**src/rtl/riscv_dmem_arbiter.sv**
```systemverilog
// Two-master arbiter for the single data-memory port.
// The processor (P) normally wins. A bounded-wait counter forces a slot
// for the debug/loader master (D), and out-of-window accesses are answered
// with an error instead of touching memory.
module riscv_dmem_arbiter #(
  parameter logic [31:0] DATA_START_ADDRESS = 32'h00800000,
  parameter int          DATA_BRAMS         = 2,
  parameter int          MAX_WAIT           = 4
) (
  input  logic        clk,
  input  logic        rst_n,

  input  logic        p_req_i,
  input  logic        p_we_i,
  input  logic [31:0] p_addr_i,
  input  logic [31:0] p_wdata_i,
  output logic        p_gnt_o,
  output logic        p_rvalid_o,
  output logic [31:0] p_rdata_o,
  output logic        p_err_o,

  input  logic        d_req_i,
  input  logic        d_we_i,
  input  logic [31:0] d_addr_i,
  input  logic [31:0] d_wdata_i,
  output logic        d_gnt_o,
  output logic        d_rvalid_o,
  output logic [31:0] d_rdata_o,
  output logic        d_err_o,

  output logic [31:0] mem_addr_o,
  output logic        mem_we_o,
  output logic [31:0] mem_wdata_o,
  input  logic [31:0] mem_rdata_i
);

  // Lowest address bit that selects the data window.
  localparam int         WinLsb  = 11 + DATA_BRAMS;
  localparam logic [3:0] MaxWait = 4'(MAX_WAIT);

  typedef enum logic {
    OwnerP = 1'b0,
    OwnerD = 1'b1
  } owner_e;

  logic       pGnt;
  logic       dGnt;
  logic       anyGnt;
  logic       forceD;
  logic       winWe;
  logic       winInWindow;
  logic       pInWindow;
  logic       dInWindow;

  logic [3:0] waitCnt_q, waitCnt_d;
  logic       respValid_q, respValid_d;
  owner_e     respOwner_q, respOwner_d;
  logic       respErr_q, respErr_d;
  logic       respIsRead_q, respIsRead_d;

  // Window decode for both requesters.
  assign pInWindow = (p_addr_i[31:WinLsb] == DATA_START_ADDRESS[31:WinLsb]);
  assign dInWindow = (d_addr_i[31:WinLsb] == DATA_START_ADDRESS[31:WinLsb]);

  // Grant selection: P has priority until D has waited MAX_WAIT cycles. Both grants are held low in reset.
  always_comb begin
    forceD = (waitCnt_q == MaxWait);
    pGnt   = rst_n & p_req_i & ~(d_req_i & forceD);
    dGnt   = rst_n & d_req_i & (~p_req_i | forceD);
    anyGnt = pGnt | dGnt;
  end

  assign p_gnt_o = pGnt;
  assign d_gnt_o = dGnt;

  // Memory mux: follow D only while D holds the grant, otherwise follow P.
  always_comb begin
    mem_addr_o  = p_addr_i;
    mem_wdata_o = p_wdata_i;
    winWe       = p_we_i;
    winInWindow = pInWindow;
    if (dGnt) begin
      mem_addr_o  = d_addr_i;
      mem_wdata_o = d_wdata_i;
      winWe       = d_we_i;
      winInWindow = dInWindow;
    end
    mem_we_o = winWe & winInWindow & anyGnt;
  end

  // Next state for the wait counter and the response stage.
  always_comb begin
    waitCnt_d = waitCnt_q;
    if (dGnt) begin
      waitCnt_d = 4'd0;
    end else if (d_req_i && (waitCnt_q != MaxWait)) begin
      waitCnt_d = waitCnt_q + 4'd1;
    end

    respValid_d  = anyGnt;
    respOwner_d  = dGnt ? OwnerD : OwnerP;
    respErr_d    = anyGnt & ~winInWindow;
    respIsRead_d = anyGnt & ~winWe;
  end

  // State registers; an asynchronous reset drops any response in flight.
  always_ff @(posedge clk or negedge rst_n) begin
    if (!rst_n) begin
      waitCnt_q    <= 4'd0;
      respValid_q  <= 1'b0;
      respOwner_q  <= OwnerP;
      respErr_q    <= 1'b0;
      respIsRead_q <= 1'b0;
    end else begin
      waitCnt_q    <= waitCnt_d;
      respValid_q  <= respValid_d;
      respOwner_q  <= respOwner_d;
      respErr_q    <= respErr_d;
      respIsRead_q <= respIsRead_d;
    end
  end

  // Route the response to its owner. Writes and errors return zero data.
  always_comb begin
    p_rvalid_o = respValid_q & (respOwner_q == OwnerP);
    d_rvalid_o = respValid_q & (respOwner_q == OwnerD);
    p_err_o    = p_rvalid_o & respErr_q;
    d_err_o    = d_rvalid_o & respErr_q;
    p_rdata_o  = (p_rvalid_o && respIsRead_q && !respErr_q) ? mem_rdata_i : 32'd0;
    d_rdata_o  = (d_rvalid_o && respIsRead_q && !respErr_q) ? mem_rdata_i : 32'd0;
  end

endmodule

```
**config.mk**
```make
export PLATFORM = sky130hd
export DESIGN_NAME = riscv_dmem_arbiter
export DESIGN_NICKNAME = d
export VERILOG_FILES = /design/src/rtl/riscv_dmem_arbiter.sv
export SDC_FILE = /design/constraint.sdc
export NUM_CORES = 1
export LEC_CHECK = 0
export BUFFER_PORTS_ARGS = -buffer_cell sky130_fd_sc_hd__buf_2
export CAP_MARGIN = 20
export CELL_PAD_IN_SITES_DETAIL_PLACEMENT = 2
export CELL_PAD_IN_SITES_GLOBAL_PLACEMENT = 2
export CORE_MARGIN = 2
export CORE_UTILIZATION = 11
export CTS_CLUSTER_DIAMETER = 30
export DETAILED_ROUTE_END_ITERATION = 8
export PLACE_DENSITY_LB_ADDON = 0.1
export SLEW_MARGIN = 20
export SYNTH_ARGS = -nofsm -noshare
export SYNTH_HDL_FRONTEND = slang
export SYNTH_SLANG_ARGS = --single-unit
```
**constraint.sdc**
```tcl
create_clock -name clk -period 1.95 [get_ports clk]
set_clock_uncertainty 0.05 [all_clocks]
set_input_delay 0 -clock clk [delete_from_list [all_inputs] [get_ports clk]]
set_output_delay 0 -clock clk [all_outputs]
set_load 0.005 [all_outputs]
```
======== Word level (Yosys, flattened, before mapping) ========
Cells that the tools add are included.
operators by class
  add/subtract/negate cells ............... 1
  equality and inequality tests ........... 4
  muxes and demuxes ....................... 9
  bitwise operators ....................... 20
  reductions and logical operators ........ 7
operator list
  kind                                                                     count
  32-bit 2-to-1 mux                                                        4
  19-bit by 11-bit == test with 1-bit output, second input constant        2
  1-bit AND                                                                13
  4-bit 2-to-1 mux                                                         2
  1-bit logical AND                                                        5
  1-bit inverter                                                           5
  4-bit by 1-bit adder with 4-bit output, second input constant            1
  4-bit by 3-bit == test with 1-bit output, second input constant          1
  4-bit by 3-bit inequality test with 1-bit output, second input constant  1
  1-bit 2-to-1 mux                                                         3
  1-bit OR                                                                 2
  2-bit nonzero test                                                       1
  1-bit zero test                                                          1
storage, ports and cells
  flip-flop bits (word level) ............. 8
  input bits .............................. 166
  word-level logic and storage cells ...... 46

======== Logic depth before layout (Yosys ltp) ========
Gate-level depths: netlist of the first run.
  word-level depth ........................ 6
  mapped depth ............................ 8

======== Least setup slack after synthesis of the first run ========
Ideal clock, no wire load.
  kind .................................... register -> output
  from .................................... register waitCnt_q[0]
  to ...................................... output port mem_addr_o[0]
  arrival time ............................ 1.538 ns
  slack ................................... 0.362 ns
  stages on the path, launching flop included .. 8
  buffers on the path ..................... 2
  cells stage by stage .................... dfrtp_1 -> inv_1 -> ha_1 -> nand3b_1 -> a21oi_2 -> buf_6 -> buf_6 -> mux2_2
between the ends
  word-level cells in the longest chain between the ends .. 4
RTL lines
  element                                   line  RTL
  start, declared                           55    logic [3:0] waitCnt_q, waitCnt_d;
  start signal, assigned                    115   waitCnt_q <= waitCnt_d;
  4-bit by 3-bit == test with 1-bit output  67    forceD = (waitCnt_q == MaxWait);
  1-bit OR                                  69    dGnt = rst_n & d_req_i & (~p_req_i | forceD);
  1-bit AND                                 69
  32-bit 2-to-1 mux                         82    if (dGnt) begin
  end, declared                             31    output logic [31:0] mem_addr_o,
Every way passes these cells.

======== Worst setup path in the final report of the first run ========
  from .................................... register waitCnt_q[0]
  to ...................................... output port mem_wdata_o[1]
between the ends
  word-level cells in the longest chain between the ends .. 4
RTL lines
  element                                   line  RTL
  4-bit by 3-bit == test with 1-bit output  67
  1-bit OR                                  69
  1-bit AND                                 69
  32-bit 2-to-1 mux                         82
  end, declared                             33    output logic [31:0] mem_wdata_o,
Every way passes these cells.

==> summary.txt, run 1 <==
number of global-route vias before repair: 3,051
pin count of the biggest net entering global routing: 33
violated checks: setup timing
Top FF cell, synth: dfrtp_1
DR iter-0 viols: 17
placed wire-length estimate: 10.5 mm
Sequential Area: 200 um^2
crit-path max FO: 9
area leader, netlist: mux2_2
Max-slew headroom: 53.2%
FFs w/ async S/R, synth: 100%
share of layout cells above drive strength 1: 77.2%
initial antenna violation count: 2
grt ovf: 0
vias per std cell: 3.89
sequential share of the synthesized area: 11.4%
# fillers: 1,879
Tmin final: 2.03 ns
starting density of the core: 11.1%
Peak VDD IR: 0.000140 V
synth unique cells: 29
Total GRT Usage: 13.4%
combinational share of power: 61.9%
Worst Max-Slew Pin Slew: 0.695 ns
drt drc: 0
Hold/Removal Path Class: input pin to flop
I/O Pins: 301
Worst-path clk slew: 0.04 ns
height of the die: 130 um
cell with the most instances after synthesis: and2_1
sequence of cells on the critical path: inv_2 > ha_4 > nand3b_1 > a21oi_4 > buf_6 > buf_12 > mux2_4 > buf_6
routed vias: 2,811
EDFF count, synth: 0
final period utilization: 104%
die width: 130 um
top cells by area, synth: mux2_2 (42%), and2_1 (24%), dfrtp_1 (11%), buf_6 (4.5%), nor4_1 (2.1%)
worst hold slack: 0.0385 ns
root buf cell: clkbuf_16
Final nets: 675
Data required, critical path: 1.90 ns
Crit. End Element: output pin
Clock Tree Buf Depth: 2
first-pass GRT wire length: 17.3 mm
Max Cap Violations: 0
Synth Register Bits: 8
outcome: finished, violations left
sw frac: 31.2%
Routed wire per std cell: 17.2 um
wirelength, routed: 12.4 mm
max incr delay on CP: 0.39 ns
Post-synth top cells: and2_1 (66), mux2_2 (65), dfrtp_1 (8)
row cnt: 46
Slew Limit Fails: 0
Core Box Area: 15,700 um^2
Layout Area Growth over Synthesis: 132%
multi-input logic area: 1560 um^2
Worst-Skew Late Latency: 0.23 ns
PwrDens: 379 nW/um^2
final setup margin: -0.0756 ns
post-route ant nets: 0
RSZ-0062 raised after global routing: yes
Port Buffers: 300
final hold vios: 0
Leakage Power: 2.27 nW
Sink Count: 8
Slowest cell on crit path: dfrtp_1
post-synth top area share: 41.8%
Syn Nets: 366
CP bufs+invs: 4
TritonCTS clock tree: yes
most frequent CP cell: buf_6
delay-heaviest family, CP: buffers and inverters
TritonRoute pass-1 iters: 4
NetSw: 481 uW
Final Setup Violations: 65
Ys Warns: 0
sequential power share: 15.7%
Placer Congestion: 0.777
type of origin of the critical path: flop
setup TNS: -3.43 ns
synthesized instance count: 198
Cell Area, Synth: 1750 um^2
DIE AREA: 16,900 um^2
Syn Area/Cell: 8.84 um^2
Clock power frac: 22.5%
internal power: 1.06 mW
top achievable clock speed: 494 MHz
CP Class: flop to output pin
H-tree depth: 1
cts bufs inserted: 3
Critical Path AT: 1.98 ns
==> power groups by stage <==
stage                     sequential (mW)  clock, mW  combinational [mW]
final                               0.241      0.346               0.954
after global routing                0.251      0.367                1.05
after CTS                           0.243      0.355               0.928
after detailed placement            0.249          0               0.719
after global placement              0.246          0               0.707
after floorplan                     0.235          0               0.338
==> routing by layer <==
metal  share of wire, %  vias to the layer above  routed length (um)  GRT usage (%)
li1                   -                     1315                   -              -
met1                 31                     1317                3920           12.9
met2                 55                      167                6830           26.9
met3                 12                       10                1520           5.17
met4                1.2                        2                 150           2.59
met5               0.10                        -                  13              0
==> logic make-up after synthesis <==
group	share of synthesized area (%)
and+or+nand+nor	33.9
muxes	41.8
buffers and inverters	6.93
AOI/OAI and AO/OA	4.50
DFF	11.4
adders and majority gates	1.43
==> worst register-to-register path: cells and delay by family, from the launching register on <==
kind	cells	cell delay, ns
compound gates	2	0.40
simple gates	2	0.17
fa+ha+maj	1	0.14
buf+inv	4	0.59
flops	1	0.39
==> worst paths after layout <==
path,cells after the start,end,slack (ns),from
setup reg to reg,9,respIsRead_q,0.11,waitCnt_q[0]
hold / removal,3,respIsRead_q,0.04,p_we_i
min in group asynchronous,2,waitCnt_q[1],0.23,rst_n
setup / recovery,8,mem_wdata_o[1],-0.08,waitCnt_q[0]
hold reg to reg,2,waitCnt_q[3],0.51,waitCnt_q[3]
max in group asynchronous,2,respOwner_q,1.33,rst_n
==> per-stage QoR <==
stage / instance area (um^2) / setup slack, ns / instances / total power [mW] / utilization, %
2_1_floorplan: 1750 / 0.362 / 198 / 0.573 / -
3_3_place_gp: 3470 / 0.0701 / 705 / 0.954 / 22.1
3_5_place_dp: 3470 / 0.0136 / 705 / 0.968 / 22.1
4_1_cts: 3940 / -0.0828 / 719 / 1.53 / 25.1
5_1_grt: 4070 / -0.194 / 722 / 1.66 / 25.9
6_report: 4070 / -0.0756 / 722 / 1.54 / 25.9
==> area by class of cell <==
type | instances | area share, %
flip-flops and latches | 8 | 4.92
diodes | 1 | 0.0616
clock buffers | 3 | 1.85
repair buffers | 318 | 47.7
well taps | 216 | 6.65
multi-input cells | 172 | 38.4
inverters | 4 | 0.369
==> layout by cell type, fill, tap and decap left out, types with 2 or more instances in the layout <==
cell,count
a21oi_1,2
and2_1,66
buf_12,3
buf_16,2
buf_2,271
buf_4,8
buf_6,30
clkbuf_16,5
dfrtp_1,8
dlygate4sd3_1,2
inv_1,2
inv_2,2
mux2_2,36
mux2_4,29
nand2_1,2
nand4_1,3
nor2_1,2
nor2b_1,3
nor3_1,3
nor4_1,6
nor4b_1,2
o21ai_0,2
==> state kept, by name (all words and copies together), names as in the netlist <==
name	cells
respValid_q	1
waitCnt_q	4
respErr_q	1
respIsRead_q	1
respOwner_q	1
==> repair_timing <==
action	4_1_cts	5_1_grt
gates resized for setup	59	14
pin swaps	2	0
gates cloned	2	2
buffers inserted	7	0
hold endpoints to repair	9	0
setup endpoints to repair	97	67
hold buffers	2	0
Power figures use the tool's default switching activity.
==> inputs of run 2 (changes only) <==
--- a/config.mk
+++ b/config.mk
@@ -14,6 +14,7 @@
 export CTS_CLUSTER_DIAMETER = 30
 export DETAILED_ROUTE_END_ITERATION = 8
 export PLACE_DENSITY_LB_ADDON = 0.1
+export SKIP_CTS_REPAIR_TIMING = 1
 export SLEW_MARGIN = 20
 export SYNTH_ARGS = -nofsm -noshare
 export SYNTH_HDL_FRONTEND = slang
==> summary.txt, run 2 (same netlist as run 1, synthesis figures left out) <==
outcome: finished, violations left
violated checks: setup timing
Worst-Skew Late Latency: 0.23 ns
combinational share of power: 61.3%
final cell count without fillers: 719
max FFs per register: 4
grt ovf: 0
# fillers: 1,861
Worst-path clk slew: 0.04 ns
sequential power share: 16.1%
final hold vios: 0
root buf cell: clkbuf_16
Crit. End Element: output pin
Leakage Power: 2.29 nW
Sink Count: 8
drt drc: 0
worst slack at placement: 0.0136 ns
final period utilization: 108%
wirelength, routed: 12.5 mm
H-tree depth: 1
Tmin final: 2.10 ns
Data required, critical path: 1.90 ns
cts bufs inserted: 3
PwrDens: 373 nW/um^2
Layout Area Growth over Synthesis: 135%
sw frac: 31.2%
commonest non-fill, non-tap cell in the layout: buf_2
Largest Register: waitCnt_q
type of origin of the critical path: flop
final setup margin: -0.152 ns
internal power: 1.06 mW
pin count of the biggest net entering global routing: 37
Port Buffers: 300
DR iter-0 viols: 23
most frequent cells in the layout: buf_2 (263), and2_1 (66), buf_6 (39)
Worst Hold Launch: p_we_i
Clock power frac: 22.6%
Sequential Area: 200 um^2
routed vias: 2,818
placed cell areas: 3470 um^2
Slew Limit Fails: 0
Critical Path Start: waitCnt_q[1]
CP Class: flop to output pin
starting density of the core: 11.1%
Critical Path AT: 2.05 ns
Core Box Area: 15,700 um^2
Placer Congestion: 0.777
top achievable clock speed: 476 MHz
Hold/Removal Path Class: input pin to flop
Final nets: 672
initial antenna violation count: 2
crit-path max FO: 9
number of global-route vias before repair: 2,930
multi-input logic area: 1590 um^2
TritonRoute pass-1 iters: 4
Max-slew headroom: 42.5%
Clock Tree Buf Depth: 2
first-pass GRT wire length: 16.1 mm
die width: 130 um
placed wire-length estimate: 10.5 mm
Routed wire per std cell: 17.4 um
height of the die: 130 um
I/O Pins: 301
Final Setup Violations: 65
DIE AREA: 16,900 um^2
Peak VDD IR: 0.000151 V
NetSw: 479 uW
Total GRT Usage: 12.4%
Worst Max-Slew Pin Slew: 0.853 ns
placed insts: 705
vias per std cell: 3.92
reg2reg start: waitCnt_q[1]
row cnt: 46
TritonCTS clock tree: yes
final instance area: 4120 um^2
Max Cap Violations: 0
RSZ-0062 raised after global routing: yes
share of layout cells above drive strength 1: 77.1%
post-route ant nets: 0
## run 2: changes by cell type in the layout (fill, tap and decap cells not counted), moves of 4 or more
| cell | change |
|---|---|
| buf_4 | -4 |
| mux2_4 | +8 |
| buf_6 | +9 |
| buf_2 | -8 |
| mux2_2 | -8 |
## run 2: final timing paths
check / to / slack [ns] / depth (start not counted)
min in group asynchronous: waitCnt_q[1] / 0.23 / 2
min: respIsRead_q / 0.04 / 3
max: mem_wdata_o[23] / -0.15 / 8
min reg2reg: waitCnt_q[3] / 0.51 / 2
max reg2reg: waitCnt_q[0] / 0.05 / 9
max in group asynchronous: respOwner_q / 1.33 / 2
## run 2: per-layer routing
metal | track usage (%) | vias up | share of wire, %
met2 | 24.6 | 169 | 55
li1 | - | 1307 | -
met1 | 11.8 | 1328 | 31
met3 | 5.08 | 12 | 12
met5 | 0 | - | 0.10
met4 | 2.91 | 2 | 1.3
## run 2: final cells by class
type / count / share of cell area (%)
timing repair buffer: 315 / 47.8
clock buffer: 3 / 1.82
sequential: 8 / 4.86
inverter: 4 / 0.364
tap: 216 / 6.56
multi-input combinational: 172 / 38.6
antenna: 1 / 0.0607
## run 2: through the flow
step / TNS, ns / hold slack [ns] / utilization (%) / total power [mW]
floorplan: 0 / -0.346 / - / 0.573
global placement: 0 / -0.176 / 22.1 / 0.954
detailed placement: 0 / -0.173 / 22.1 / 0.968
CTS: -16.20 / -0.422 / 22.6 / 1.33
global route: -13.55 / 0.0924 / 26.2 / 1.65
finish: -7.19 / 0.0398 / 26.2 / 1.54
## run 2: worst max-delay path, cell delays in order, from the launching register on
cell       delay, ns
dfrtp_1         0.41
inv_1           0.07
ha_2            0.18
nand3b_1        0.14
a21oi_4         0.18
buf_12          0.17
clkbuf_16       0.18
mux2_2          0.33
buf_2           0.13
## run 2: power by group through the flow
stage | logic, mW | clock network [mW] | registers [mW]
floorplan | 0.338 | 0 | 0.235
global placement | 0.707 | 0 | 0.246
detailed placement | 0.719 | 0 | 0.249
CTS | 0.724 | 0.355 | 0.247
global route | 1.03 | 0.367 | 0.256
finish | 0.941 | 0.347 | 0.248
==> inputs of run 3 (changes only) <==
--- a/config.mk
+++ b/config.mk
@@ -9,7 +9,7 @@
 export CAP_MARGIN = 20
 export CELL_PAD_IN_SITES_DETAIL_PLACEMENT = 2
 export CELL_PAD_IN_SITES_GLOBAL_PLACEMENT = 2
-export CORE_MARGIN = 2
+export CORE_ASPECT_RATIO = 0.75
 export CORE_UTILIZATION = 11
 export CTS_CLUSTER_DIAMETER = 30
 export DETAILED_ROUTE_END_ITERATION = 8
==> summary.txt, run 3 (same netlist as run 1, synthesis figures left out) <==
outcome: finished, violations left
violated checks: setup timing
Peak VDD IR: 0.000231 V
max incr delay on CP: 0.40 ns
Max Cap Violations: 0
CP bufs+invs: 4
CP Class: flop to output pin
PwrDens: 391 nW/um^2
sw frac: 31.8%
routed vias: 2,796
NetSw: 504 uW
grt ovf: 0
stages on the worst setup path: 8
RSZ-0062 raised after global routing: yes
r2r endpoint: waitCnt_q[0]
Routed wire per std cell: 16.8 um
Critical Path Start: waitCnt_q[0]
Hold Crit Depth: 3
delay-heaviest family, CP: buffers and inverters
most frequent cells in the layout: buf_2 (267), and2_1 (66), mux2_2 (33), buf_6 (33), mux2_4 (32)
top achievable clock speed: 469 MHz
TritonCTS clock tree: yes
Port Buffers: 300
number of global-route vias before repair: 3,075
root buf cell: clkbuf_16
Clock power frac: 22.3%
Tmin final: 2.13 ns
commonest non-fill, non-tap cell in the layout: buf_2
Core Box Area: 15,400 um^2
Final Setup Violations: 65
Placer Congestion: 0.781
crit-path max FO: 12
row cnt: 39
cts bufs inserted: 3
Critical Path AT: 2.08 ns
Worst-Skew Late Latency: 0.24 ns
Worst Max-Slew Pin Slew: 0.640 ns
wirelength, routed: 11.9 mm
combinational share of power: 61.9%
post-route ant nets: 0
DR iter-0 viols: 47
placed wire-length estimate: 9.83 mm
Max-slew headroom: 56.9%
initial antenna violation count: 0
Worst-path clk slew: 0.04 ns
Layout Area Growth over Synthesis: 132%
drt drc: 0
Sequential Area: 200 um^2
type of origin of the critical path: flop
DIE AREA: 16,400 um^2
# diodes: 0
max FFs per register: 4
crit path to: mem_wdata_o[16]
Crit. End Element: output pin
TritonRoute pass-1 iters: 3
pin count of the biggest net entering global routing: 51
internal power: 1.08 mW
Leakage Power: 2.27 nW
Reg2Reg Depth: 8
Total GRT Usage: 12.7%
vias per std cell: 3.94
reg2reg setup slack: 0.09 ns
Clock Tree Buf Depth: 2
# fillers: 1,843
final setup margin: -0.183 ns
Largest Register: waitCnt_q
height of the die: 111 um
setup TNS: -7.90 ns
first-pass GRT wire length: 16.5 mm
Slowest cell on crit path: dfrtp_1
die width: 148 um
final period utilization: 109%
Final nets: 674
final hold vios: 0
Data required, critical path: 1.90 ns
H-tree depth: 1
Slew Limit Fails: 0
starting density of the core: 11.4%
share of layout cells above drive strength 1: 77.0%
Hold/Removal Path Class: input pin to flop
multi-input logic area: 1570 um^2
sequential power share: 15.8%
reg2reg start: waitCnt_q[0]
I/O Pins: 301
Sink Count: 8
final cell utilization of the core: 26.4%
sequence of cells on the critical path: inv_2 > ha_4 > nand3b_1 > a21oi_4 > buf_12 > clkbuf_16 > mux2_2 > buf_2
## run 3: worst min path at each step
stage               startpoint           end  slack [ns]
global placement         rst_n  waitCnt_q[2]       -0.17
detailed placement       rst_n  waitCnt_q[0]       -0.17
CTS                      rst_n  waitCnt_q[0]       -0.42
finish                  p_we_i  respIsRead_q        0.03
global route            p_we_i  respIsRead_q        0.09
floorplan                rst_n     respErr_q       -0.35
## run 3: power groups by stage
stage          Combinational (mW)  Clock [mW]  Sequential [mW]
2_1_floorplan               0.338           0            0.235
3_3_place_gp                0.697           0            0.246
3_5_place_dp                0.714           0            0.248
4_1_cts                     0.721       0.357            0.246
5_1_grt                      1.06       0.364            0.255
6_report                    0.983       0.353            0.251
## run 3: final cells by class
cell class                      count  share of cell area [%]
Timing Repair Buffer              317                    47.8
Multi-Input combinational cell    172                    38.7
Tap cell                          205                    6.33
Sequential cell                     8                    4.94
Clock buffer                        3                    1.85
Inverter                            4                   0.370
## run 3: tightest hold or removal path, stage by stage
cell,delay [ns]
buf_2,0.09
nor2b_1,0.12
a211oi_1,0.06
## run 3: through the flow
| step | hold slack [ns] | power [mW] | instances | area (um^2) | setup slack (ns) |
|---|---|---|---|---|---|
| 6_report | 0.0326 | 1.59 | 709 | 4060 | -0.183 |
| 5_1_grt | 0.0938 | 1.68 | 709 | 4060 | -0.253 |
| 4_1_cts | -0.417 | 1.32 | 696 | 3530 | -0.295 |
| 3_5_place_dp | -0.172 | 0.962 | 693 | 3450 | -0.0137 |
| 3_3_place_gp | -0.169 | 0.943 | 693 | 3450 | 0.0609 |
| 2_1_floorplan | -0.346 | 0.573 | 198 | 1750 | 0.362 |
## run 3: metal layers
layer  part of all wire, %  track usage (%)
met1                    35             12.5
met2                    55             26.4
met3                   9.5             3.46
met4                  0.50             1.65
met5                     0                0
